[src/rtl/alu_if.sv]
// alu_if: operand/result bundle between an ALU producer (master) and the ALU (slave).
//   in_valid, a, b, op : operands and opcode, driven by master
//   out_valid, result, err : registered result, driven by slave
interface alu_if;
    logic       in_valid;
    logic [3:0] a;
    logic [3:0] b;
    logic [1:0] op;
    logic       out_valid;
    logic [7:0] result;
    logic       err;

    modport master (output in_valid, a, b, op, input out_valid, result, err);
    modport slave  (input in_valid, a, b, op, output out_valid, result, err);
endinterface

[src/rtl/alu.sv]
// alu: 4-bit unsigned add/mul/mod/and with an 8-bit registered result, 1-cycle latency.
//   clk   : rising-edge clock
//   rst_n : asynchronous active-low reset
//   bus   : alu_if.slave (in_valid, a, b, op in; out_valid, result, err out)
//   op 00 add, 01 multiply, 10 modulo, 11 bitwise AND
//   Define ALU_MOD_EN to build the modulo path; otherwise op=10 returns 0 with err=1.
module alu (
    input  logic clk,
    input  logic rst_n,
    alu_if.slave bus
);
    logic [7:0] result_d, result_q;
    logic       err_d, err_q, valid_q;
    logic [7:0] mod_res;
    logic       mod_err;

`ifdef ALU_MOD_EN
    assign mod_err = (bus.b == 4'd0);
    assign mod_res = mod_err ? 8'd0 : {4'b0, bus.a % bus.b};
`else
    assign mod_err = 1'b1;
    assign mod_res = 8'd0;
`endif

    always_comb begin
        result_d = (bus.op == 2'b00) ? {4'b0, bus.a} + {4'b0, bus.b} :
                   (bus.op == 2'b01) ? {4'b0, bus.a} * {4'b0, bus.b} :
                   (bus.op == 2'b10) ? mod_res :
                                       {4'b0, bus.a & bus.b};
        err_d    = (bus.op == 2'b10) && mod_err;
    end

    // result/err only load on in_valid so they hold the last answer while idle
    always_ff @(posedge clk or negedge rst_n) begin
        if (!rst_n) begin
            result_q <= 8'd0;
            err_q    <= 1'b0;
            valid_q  <= 1'b0;
        end else begin
            valid_q <= bus.in_valid;
            if (bus.in_valid) begin
                result_q <= result_d;
                err_q    <= err_d;
            end
        end
    end

    assign bus.result    = result_q;
    assign bus.err       = err_q;
    assign bus.out_valid = valid_q;
endmodule

[src/flat_wrapper.sv]
// flat-port wrapper written by rule: the top's interface ports become plain ports
module alu_flat 
  (clk, rst_n, bus_in_valid, bus_a, bus_b, bus_op, bus_out_valid, bus_result, bus_err);
  alu_if bus_i ();
  input  logic clk;
  input  logic rst_n;
  input wire logic [$bits(bus_i.in_valid)-1:0] bus_in_valid;
  input wire logic [$bits(bus_i.a)-1:0] bus_a;
  input wire logic [$bits(bus_i.b)-1:0] bus_b;
  input wire logic [$bits(bus_i.op)-1:0] bus_op;
  output wire logic [$bits(bus_i.out_valid)-1:0] bus_out_valid;
  output wire logic [$bits(bus_i.result)-1:0] bus_result;
  output wire logic [$bits(bus_i.err)-1:0] bus_err;
  assign bus_i.in_valid = bus_in_valid;
  assign bus_i.a = bus_a;
  assign bus_i.b = bus_b;
  assign bus_i.op = bus_op;
  assign bus_out_valid = bus_i.out_valid;
  assign bus_result = bus_i.result;
  assign bus_err = bus_i.err;
  alu u_core (.clk(clk), .rst_n(rst_n), .bus(bus_i));
endmodule
[config.mk]
export PLATFORM = sky130hd
export DESIGN_NAME = alu_flat
export DESIGN_NICKNAME = d
export VERILOG_FILES = /design/src/rtl/alu_if.sv /design/src/rtl/alu.sv /design/src/flat_wrapper.sv
export SDC_FILE = /design/constraint.sdc
export NUM_CORES = 1
export LEC_CHECK = 0
export BUFFER_PORTS_ARGS = -buffer_cell sky130_fd_sc_hd__buf_2
export CAP_MARGIN = 20
export CORE_MARGIN = 3
export CORE_UTILIZATION = 55
export CTS_BUF_LIST = sky130_fd_sc_hd__clkbuf_4
export CTS_CLUSTER_DIAMETER = 150
export DETAILED_ROUTE_END_ITERATION = 8
export GPL_ROUTABILITY_DRIVEN = 0
export PLACE_DENSITY = 0.91
export SLEW_MARGIN = 20
export SYNTH_ARGS = -nofsm -noshare
export SYNTH_HDL_FRONTEND = slang
export SYNTH_SLANG_ARGS = --single-unit
[constraint.sdc]
create_clock -name clk -period 1.35 [get_ports clk]
set_clock_uncertainty 0.1 [all_clocks]
set_input_delay 0.135 -clock clk [delete_from_list [all_inputs] [get_ports clk]]
set_output_delay 0.135 -clock clk [all_outputs]
set_load 0.02 [all_outputs]
Word-level counts from Yosys, hierarchy flattened

Index checks and enable logic that the tools add are counted.

Bits of input ports: 13
Bits in registers: 10
Logic and storage cells: 12
Output and inout port bits: 10

Multipliers: 1
Add/subtract/negate cells: 1
Reductions and logical operators: 1
Bitwise logic cells: 1
Equal/unequal tests: 2
Muxes and demuxes: 3

Operators by type and width:

| cell                 | count |
|---|---|
| $mux W8              | 2 |
| $mul A4 B4 Y8        | 1 |
| $add A4 B4 Y5        | 1 |
| $and A4 B4 Y4        | 1 |
| $mux W4              | 1 |
| $eq A2 B1 Y1 const B | 1 |
| $eq A2 B2 Y1 const B | 1 |
| $logic_not A2 Y1     | 1 |

Longest topological paths before layout

Gate-level depths: netlist of the first run.

Word-level depth: 4
Mapped depth: 9
Gate-level depth less buffers: 9

Worst setup path before layout of the first run

OpenSTA, ideal clock, no wires.

Path type: input to register
Start: input port bus_a[0]
End: register u_core.result_q[6] (netlist: u_core.bus.result[6])
Arrival time: 2,301 ps
Stages on the path: 9
Slack: -1,180 ps
Data required time: 1,122 ps
Buffers on the path: 0
Setup time: 128 ps
Cell sequence: nand2_1 -> fa_1 -> inv_1 -> fa_1 -> fa_1 -> a21o_1 -> a21oi_1 -> xor2_1 -> o22ai_1

Cells in the longest elaborated chain, start to end: 3

Ends and longest elaborated chain:

| item                   | RTL line          | RTL |
|---|---|---|
| start: declaration     | flat_wrapper.sv:8 | `input wire logic [$bits(bus_i.a)-1:0] bus_a;` |
| $mul A4 B4 Y8          | alu.sv:27         | `(bus.op == 2'b01) ? {4'b0, bus.a} * {4'b0, bus.b} :` |
| $mux W8                | alu.sv:27         |  |
| $mux W8                | alu.sv:26         | `result_d = (bus.op == 2'b00) ? {4'b0, bus.a} + {4'b0, bus.b} :` |
| end signal: assignment | alu.sv:42         | `result_q <= result_d;` |
| end: declaration       | alu.sv:12         | `logic [7:0] result_d, result_q;` |

No other way between the ends.
A chain may end at the register's enable or synchronous reset.

Final worst setup path of the first run

Start: input port bus_a[0]
End: register u_core.result_q[3] (netlist: u_core.bus.result[3])

Cells in the longest elaborated chain, start to end: 3
Elaborated cells between the ends (all ways): 4
Those cells by class: 1 x add/sub; 1 x mul; 2 x mux

Ends and longest elaborated chain:

| item          | RTL line |
|---|---|
| $mul A4 B4 Y8 | alu.sv:27 |
| $mux W8       | alu.sv:27 |
| $mux W8 *     | alu.sv:26 |

Mark *: on every way between the ends. The rest lies on a longest branch, timed or not.

==> results of run 1 <==
## power groups by stage
stage / Sequential (uW) / Clock [uW] / Combinational [uW]
2_1_floorplan: 389 / 0 / 241
3_3_place_gp: 348 / 0 / 458
3_5_place_dp: 350 / 0 / 489
4_1_cts: 346 / 210 / 526
5_1_grt: 350 / 237 / 664
6_report: 349 / 215 / 620
## cells in the mapped netlist, types with 2 or more instances
| cell type | count | share of area (%) |
|---|---|---|
| dfrtp_1 | 10 | 25 |
| and2_1 | 9 | 5.6 |
| o22ai_1 | 2 | 1.3 |
| ha_1 | 16 | 20 |
| nand3_1 | 2 | 1.0 |
| a22oi_1 | 2 | 1.5 |
| xor2_1 | 2 | 1.8 |
| nor2_1 | 4 | 1.5 |
| inv_1 | 8 | 3.0 |
| mux2_1 | 2 | 2.3 |
| a21o_1 | 3 | 2.3 |
| nand2_1 | 3 | 1.1 |
| fa_1 | 5 | 10 |
| nor2b_1 | 2 | 1.3 |
| xnor2_1 | 2 | 1.8 |
| a21oi_1 | 8 | 4.0 |
## how the worst min path moves through the flow
stage / from / to / cells after the start
2_1_floorplan: rst_n / u_core.bus.err / 0
3_3_place_gp: rst_n / u_core.bus.result[0] / 1
3_5_place_dp: rst_n / u_core.bus.result[0] / 1
4_1_cts: bus_in_valid / u_core.bus.out_valid / 1
5_1_grt: bus_in_valid / u_core.bus.out_valid / 1
6_report: bus_in_valid / u_core.bus.out_valid / 1
## critical path: stages
cell	delay, ns
buf_2	0.12
nand2_2	0.07
fa_1	0.51
inv_2	0.05
fa_2	0.56
fa_2	0.44
mux2i_1	0.18
o21ai_1	0.11
o32a_1	0.30
## logic make-up after synthesis
family,Yosys count,share of synthesized area (%)
AOI/OAI and AO/OA,22,15.2
xor gates and xnor gates,4,3.51
adders and majority gates,21,30.1
buffers and inverters,11,6.27
DFF,10,25.1
muxes,4,4.39
and+or+nand+nor,27,15.4
## sequential cells by signal, summed over array words and instances, names as in the netlist
signal                count
u_core.bus.err            1
u_core.bus.out_valid      1
u_core.bus.result         8
## stage by stage
stage / cell area [um2] / worst slack, ns / setup TNS, ns / util, %
2_1_floorplan: 1050 / -1.01 / -5.01 / -
3_3_place_gp: 1340 / -1.24 / -6.96 / 82.8
3_5_place_dp: 1340 / -1.32 / -7.39 / 82.8
5_1_grt: 1470 / -1.13 / -5.75 / 91.1
4_1_cts: 1430 / -1.02 / -5.11 / 88.6
6_report: 1470 / -1.08 / -5.48 / 91.1
## routing by layer
layer	vias up	GRT usage (%)
met3	25	7.98
met1	513	32.8
li1	450	-
met4	0	9.95
met5	-	0
met2	96	51.6
## cell type report
class	count	share of cell area [%]
multi-input cells	78	53.9
repair buffers	48	23.2
flip-flops and latches	10	17.0
inverters	8	2.04
well taps	24	2.04
clock buffers	3	1.53
clock inverters	1	0.256
## timing repair
action | 4_1_cts | 5_1_grt
gates cloned | 0 | 0
hold buffers | 1 | 0
setup buffers | 0 | 1
endpoints found under the hold margin | 10 | 0
endpoints found under the setup margin | 7 | 7
pin swaps | 10 | 10
gates resized for setup | 13 | 6
==> results.yml, run 1 <==
die:
  pin_count: 23
  dieArea_mm2: 0.00236
  die_h_um: 48.6
  start_util_pct: 61.9
  rows: 14
  core_area_mm2: 0.00161
  die_w_um: 48.6
drt:
  firstDrtPassIters: 5
  routed_via_density: 6.30
  antenna_left: 0
  wl_met3_um: 373
  drc: 0
  avgRoutedWirePerCell_um: 22.8
  wl_met2_um: 1990
  drtIter0Drc: 43
  wirelength_um: 3920
  met1Wirelength_um: 1330
  topRoutingLayerUsed: "met4"
  vias: 1084
timing:
  finalHoldViolCount: 0
  fmax_ghz: 0.412
  worst_slew_pin_slew_ns: 0.318
  rsz0062_at_grt: "true"
  setup_viol: 7
  whs_ns: 0.0568
  worst_slack_ns: -1.08
  period_needed_ns: 2.43
  fin_crit_sh_pct: 180
  slew_headroom_pct: 78.8
  finalMaxSlewViolations: 0
clock_network:
  h-tree-depth: 1
  path_clk_slew_ns: 0.07
  cts_sinks: 10
  cts_max_path_buffers: 2
  cts-root-buf: "clkbuf_4"
  cts_tree: "done"
  clock_latency_ns: 0.26
  cts_buffers: 3
hold_path:
  hp-class: "input pin to register"
outcome:
  status: "complete, but fails checks"
  violations: "negative setup slack"
synth:
  synth-seq-area-share_pct: 25.1
  synth_edf_count: 0
  synth_ff_type: "dfrtp_1"
  syn_inst: 99
  ys_async_sr_fraction_pct: 100
  synthDistinctLibCells: 35
  syn-num-nets: 133
  ys_ff_latch: 10
  syn_area_um2: 997
  avgSynthCellArea_um2: 10.1
  ys_warn_count: 0
cells_and_area:
  final_cell_mix: "buf_4, buf_2, ha_1, dfrtp_1, and2_1"
  drive_gt1_share_pct: 47.3
  fill_cells: 71
  multiInputGateArea_um2: 792
  regArea_um2: 250
  layout_commonest_cell: "buf_4"
  layout.nets: 183
  final_cells: 172
  area_growth_syn_to_layout_pct: 47.3
  diodes: 0
pwr:
  switchingPower_uw: 448
  p_per_area_mw_per_mm2: 806
  p_int_uw: 735
  peakVddDrop_uv: 1130
  pwr-share-clk_pct: 18.2
  p_sw_share_pct: 37.9
  comb_power_share_pct: 52.3
  finalPower_uw: 1180
  p_seq_share_pct: 29.5
  leakagePower_uw: 0.000740
global_routing:
  grt_pass1_wl_um: 5220
  grt_pass1_vias: 1086
  grt_max_degree: 17
  globalRouteTotalUtil_pct: 28.8
  grt_antenna_before_repair: 0
  globalRoute.totalOverflow: 0
critical_path:
  endpoint_kind: "register"
  rrSetupSlack_ns: 0.37
  arrival_ns: 2.48
  cp_max_fo: 3
  r2r_end: "u_core.bus.err"
  crit_type: "input pin to register"
  cp-endpoint: "u_core.bus.result[3]"
  cp.required_ns: 1.40
  startpoint_type: "input pin"
  critPathLaunch: "bus_a[0]"
  rr_startpoint: "u_core.bus.err"
  reg2regPathDepth: 2
place:
  placed_cells: 166
  io_buffers: 22
  hpwlAfterDp_um: 2200
job:
  drv_cap: 0
No activity file was read; power rests on OpenSTA's default activity.
==> inputs of run 2 (changes only) <==
- CORE_UTILIZATION: 55 -> 58
- PLACE_DENSITY: 0.91 -> 0.95
- REMOVE_ABC_BUFFERS: not set -> 1
==> results.yml, run 2 <==
die:
  pin_count: 23
  start_util_pct: 64.0
  rows: 14
  die_h_um: 47.5
  die_w_um: 47.5
place:
  hpwlAfterDp_um: 1870
  io_buffers: 22
  placed_cells: 154
clock_network:
  cts_buffers: 3
  cts-root-buf: "clkbuf_4"
  cts_max_path_buffers: 2
  cts_resized: 40
  cts_sinks: 10
  postCtsSetupBuffers: 6
  hold_buffers: 1
  h-tree-depth: 1
synth:
  synthXorXnorAreaFrac_pct: 3.51
  synth-simple-area-share_pct: 15.4
  synth_top_cell_by_area: "dfrtp_1"
  synth_fa_ha_area_share_pct: 30.1
  synth_area_leaders: "dfrtp_1, ha_1, fa_1, and2_1, a21oi_1"
  ys_ff_latch: 10
  synthMuxAreaShare_pct: 4.39
  synthDistinctLibCells: 35
  ys_warn_count: 0
  synth_ff_type: "dfrtp_1"
  ys_async_sr_fraction_pct: 100
  ys_top_cells_by_count: "ha_1, dfrtp_1, and2_1, a21oi_1, inv_1"
  synth_edf_count: 0
  avgSynthCellArea_um2: 10.1
  syn_inst: 99
  synth_top_family_by_area: "adder cells"
  synth-seq-area-share_pct: 25.1
  synth_most_common_cell: "ha_1"
  synth_compound_area_share_pct: 15.2
  syn_area_um2: 997
  synth_top_area_share_pct: 25.1
outcome:
  stop_stage: "4_1_cts"
  status: "did not finish"
  tool.error: "[ERROR DPL-0033] detailed placement checks failed during check placement."
[run 2: cell families after synthesis]
kind of cell | count (synthesis)
XOR/XNOR | 4
AND/OR/NAND/NOR | 27
AO/OA/AOI/OAI | 22
flip-flops | 10
buffers and inverters | 11
multiplexers | 4
adder cells (fa/ha/maj) | 21
[run 2: metrics by stage]
stage                     hold WS, ns  utilization (%)  area, um2  TNS (ns)  setup WS [ns]
after detailed placement       -0.101             79.9       1240     -8.07          -1.42
after global placement         -0.105             79.9       1240     -7.54          -1.33
after floorplan                -0.261                -        965     -5.92          -1.18
==> inputs of run 3 (changes only) <==
- CORE_AREA: not set -> 3 3 64 66
- CORE_MARGIN: 3 -> not set
- CORE_UTILIZATION: 58 -> not set
- CTS_BUF_LIST: sky130_fd_sc_hd__clkbuf_4 -> not set
- CTS_CLUSTER_DIAMETER: 150 -> not set
- DIE_AREA: not set -> 0 0 67 69
- PLACE_DENSITY: 0.95 -> not set
- PLACE_DENSITY_LB_ADDON: not set -> 0.15
==> results.yml, run 3 (synthesized netlist as in run 1, its figures left out) <==
cells_and_area:
  final_cells: 194
  final_cell_mix: "buf_4, buf_2, ha_1, dfrtp_1"
  fin_util_pct: 42.4
  regArea_um2: 250
  multiInputGateArea_um2: 798
  layout.nets: 181
  drive_gt1_share_pct: 47.9
  layout_commonest_cell: "buf_4"
  largest_register_ffs: 8
  area_growth_syn_to_layout_pct: 54.5
  diodes: 0
  fill_cells: 380
drt:
  antenna_left: 0
  drtIter0Drc: 43
  wirelength_um: 2380
  vias: 881
  firstDrtPassIters: 4
  drc: 0
  routed_via_density: 4.54
  avgRoutedWirePerCell_um: 12.3
critical_path:
  cp.required_ns: 1.37
  arrival_ns: 2.35
  startpoint_type: "input pin"
  rrSetupSlack_ns: 0.44
  endpoint_kind: "register"
  crit_type: "input pin to register"
  cp_max_fo: 2
timing:
  worst_slew_pin_slew_ns: 0.277
  period_needed_ns: 2.33
  fmax_ghz: 0.429
  setup_viol: 7
  slew_headroom_pct: 81.5
  finalMaxSlewViolations: 0
  fin_crit_sh_pct: 173
  rsz0062_at_grt: "true"
  worst_slack_ns: -0.982
  finalHoldViolCount: 0
global_routing:
  grt_pass1_wl_um: 4220
  globalRoute.totalOverflow: 0
  grt_max_degree: 17
  grt_pass1_vias: 906
  globalRouteTotalUtil_pct: 11.6
  grt_antenna_before_repair: 0
die:
  pin_count: 23
  die_w_um: 67
  rows: 22
  dieArea_mm2: 0.00462
  core_area_mm2: 0.00363
  die_h_um: 69
  start_util_pct: 27.4
pwr:
  comb_power_share_pct: 42.5
  peakVddDrop_uv: 440
  finalPower_uw: 1270
  switchingPower_uw: 398
  p_int_uw: 869
  p_sw_share_pct: 31.4
  pwr-share-clk_pct: 30.3
  p_seq_share_pct: 27.2
  leakagePower_uw: 0.000761
  p_per_area_mw_per_mm2: 822
clock_network:
  path_clk_slew_ns: 0.05
  cts_sinks: 10
  cts_tree: "done"
  clock_latency_ns: 0.24
  cts-root-buf: "clkbuf_8"
  h-tree-depth: 1
  cts_buffers: 3
  cts_max_path_buffers: 2
outcome:
  violations: "negative setup slack"
  status: "complete, but fails checks"
hold_path:
  hp-class: "input pin to register"
place:
  placed_cells: 185
  hpwlAfterDp_um: 1890
  io_buffers: 22
  place_ws_ns: -1.40
job:
  drv_cap: 0
==> run 3: layer usage <==
layer	up-vias	routed length [um]	track usage (%)
met4	0	33	4.05
met3	5	89	2.12
met5	-	0	0
met2	19	1130	17.6
li1	449	-	-
met1	408	1130	16.4
==> run 3: timing repair <==
action                                  4_1_cts  5_1_grt
gates cloned                                  0        0
hold buffers                                  1        0
pin swaps                                    20        6
hold endpoints to repair                     10        0
setup buffers                                 4        0
resized for setup                            32        1
endpoints found under the setup margin        7        7
==> run 3: worst max-delay path, stage by stage <==
cell and delay (ns):
buf_8 0.08, nand2_4 0.04, fa_1 0.53, inv_1 0.05, fa_1 0.53, fa_2 0.45
mux2i_1 0.15, o21ai_1 0.08, o32a_1 0.29
==> run 3: worst paths after layout <==
check	startpoint	to	cells past startpoint
setup / recovery	bus_a[0]	u_core.bus.result[3]	9
hold / removal	bus_in_valid	u_core.bus.out_valid	1
setup reg to reg	u_core.bus.err	u_core.bus.err	2
hold reg to reg	u_core.bus.result[4]	u_core.bus.result[4]	1
max in group asynchronous	rst_n	u_core.bus.result[4]	2
min in group asynchronous	rst_n	u_core.bus.result[2]	2
==> run 3: power by group through the flow <==
stage,Sequential [uW],Combinational [uW],Clock [uW]
2_1_floorplan,389,213,0
3_3_place_gp,349,443,0
3_5_place_dp,349,439,0
4_1_cts,345,543,395
5_1_grt,350,604,397
6_report,344,539,383
==> run 3: per-stage QoR <==
stage	hold slack, ns	setup TNS (ns)	instance area (um2)
final	0.0654	-5.03	1540
after global routing	0.0782	-5.73	1540
after CTS	0.0553	-5.02	1540
after detailed placement	-0.0909	-7.85	1280
after global placement	-0.0945	-7.81	1280
after floorplan	-0.261	-5.92	965
==> run 3: cell type report <==
| cell class | instances | share of cell area (%) |
|---|---|---|
| timing repair buffer | 46 | 22.5 |
| multi-input combinational | 78 | 51.8 |
| sequential | 10 | 16.2 |
| tap | 48 | 3.90 |
| inverter | 8 | 1.95 |
| clock buffer | 4 | 3.57 |
==> inputs of run 4 (changes only) <==
- clock period: 1.35 -> 2.05 ns (I/O delays scaled with it)
==> results.yml, run 4 (synthesized netlist as in run 1, its figures left out) <==
pwr:
  peakVddDrop_uv: 316
  p_per_area_mw_per_mm2: 551
  finalPower_uw: 799
  leakagePower_uw: 0.000719
global_routing:
  grt_antenna_before_repair: 0
  grt_pass1_wl_um: 4080
  globalRoute.totalOverflow: 0
  grt_max_degree: 17
  globalRouteTotalUtil_pct: 11.0
  grt_pass1_vias: 907
critical_path:
  critPathMaxStageDelay_ns: 0.53
  critical_path_buf_inv_count: 2
  rrSetupSlack_ns: 1.14
  path_delay_family: "adder cells"
  cp.required_ns: 2.06
  cp_max_fo: 2
  r2r_end: "u_core.bus.err"
  crit_type: "input pin to register"
  arrival_ns: 2.38
  cpMostUsedCell: "fa_1"
  rr_startpoint: "u_core.bus.err"
  startpoint_type: "input pin"
  crit_path_top_delay_cell: "fa_1"
  reg2regPathDepth: 2
  endpoint_kind: "register"
  cp_cell_sequence: "buf_8 -> nand2_4 -> fa_1 -> inv_1 -> fa_1 -> fa_2 -> mux2i_1 -> o21ai_1 -> o32a_1"
place:
  io_buffers: 22
  hpwlAfterDp_um: 1890
cells_and_area:
  area_growth_syn_to_layout_pct: 45.3
  layout_commonest_cell: "buf_2"
  diodes: 0
  drive_gt1_share_pct: 43.5
  final_cell_mix: "buf_2, buf_4, ha_1, dfrtp_1, and2_1"
  fin_util_pct: 39.9
  fill_cells: 379
  layout.nets: 173
  largest_register_ffs: 8
clock_network:
  cts_buffers: 3
  cts-root-buf: "clkbuf_8"
  cts_sinks: 10
  h-tree-depth: 1
  cts_max_path_buffers: 2
  postCtsSetupBuffers: 0
  clock_latency_ns: 0.23
  path_clk_slew_ns: 0.05
  cts_tree: "done"
hold_path:
  holdPathEnd: "u_core.bus.out_valid"
  hp-start: "bus_in_valid"
  hold_path_depth: 1
  hp-class: "input pin to register"
timing:
  finalHoldViolCount: 0
  worst_slack_ns: -0.315
  finalMaxSlewViolations: 0
  slew_headroom_pct: 82.3
  rsz0062_at_grt: "true"
  worst_slew_pin_slew_ns: 0.266
  fmax_ghz: 0.423
  fin_crit_sh_pct: 115
  setup_viol: 5
  period_needed_ns: 2.37
outcome:
  status: "complete, but fails checks"
  violations: "negative setup slack"
drt:
  vias: 855
  drc: 0
  wirelength_um: 2310
  routed_via_density: 4.60
  avgRoutedWirePerCell_um: 12.4
  antenna_left: 0
  drtIter0Drc: 15
  firstDrtPassIters: 4
die:
  start_util_pct: 27.4
  pin_count: 23
  rows: 22
  die_w_um: 67
  dieArea_mm2: 0.00462
  core_area_mm2: 0.00363
  die_h_um: 69
job:
  drv_cap: 0
## run 4: changes by cell type in the layout (fill, tap and decap cells not counted), sizes merged
| cell | before | now |
|---|---|---|
| buf | 45 | 37 |
## run 4: worst max-delay path by stage
stage / depth (start not counted) / to / startpoint / slack (ns)
2_1_floorplan: 9 / u_core.bus.result[6] / bus_a[0] / -0.55
5_1_grt: 9 / u_core.bus.result[3] / bus_b[3] / -0.40
3_5_place_dp: 10 / u_core.bus.result[6] / bus_a[0] / -0.75
4_1_cts: 9 / u_core.bus.result[3] / bus_b[3] / -0.33
6_report: 9 / u_core.bus.result[3] / bus_b[3] / -0.32
3_3_place_gp: 10 / u_core.bus.result[6] / bus_a[0] / -0.75
## run 4: per-layer routing
metal  up-vias  GRT usage [%]  wire length (um)
li1        429              -                 -
met1       411           14.4              1050
met2        13           18.1              1170
met3         2           3.09                84
met4         0           2.03                 7
met5         -              0                 0
## run 4: cell type report
type | count | area (um2) | area share (%)
clock buffer | 4 | 55.1 | 3.80
inverter | 8 | 30.0 | 2.07
multi-input combinational | 78 | 788 | 54.4
sequential | 10 | 250 | 17.3
tap | 48 | 60.1 | 4.15
timing repair buffer | 38 | 265 | 18.3
## run 4: report_power, final
part / internal [uW] / switching (uW) / total [uW]
combinational: 167 / 166 / 332
sequential: 218 / 9.50 / 228
clock: 168 / 70.4 / 239
total: 553 / 245 / 799
## run 4: metrics by stage
step	cells	setup TNS [ns]	setup slack, ns	area [um2]	hold WS [ns]
CTS	186	-1.24	-0.334	1430	0.142
finish	186	-1.17	-0.315	1450	0.147
detailed placement	181	-3.64	-0.749	1250	-0.0254
global placement	181	-3.62	-0.752	1250	-0.0254
global route	186	-1.64	-0.402	1450	0.157
floorplan	96	-2.21	-0.550	965	-0.191
## run 4: repair_timing
| item | in CTS | in global routing |
|---|---|---|
| hold endpoints to repair | 10 | 0 |
| pin swaps | 15 | 8 |
| gates resized for setup | 22 | 3 |
| setup endpoints to repair | 6 | 6 |
| hold buffers | 1 | 0 |
| gates cloned | 0 | 0 |
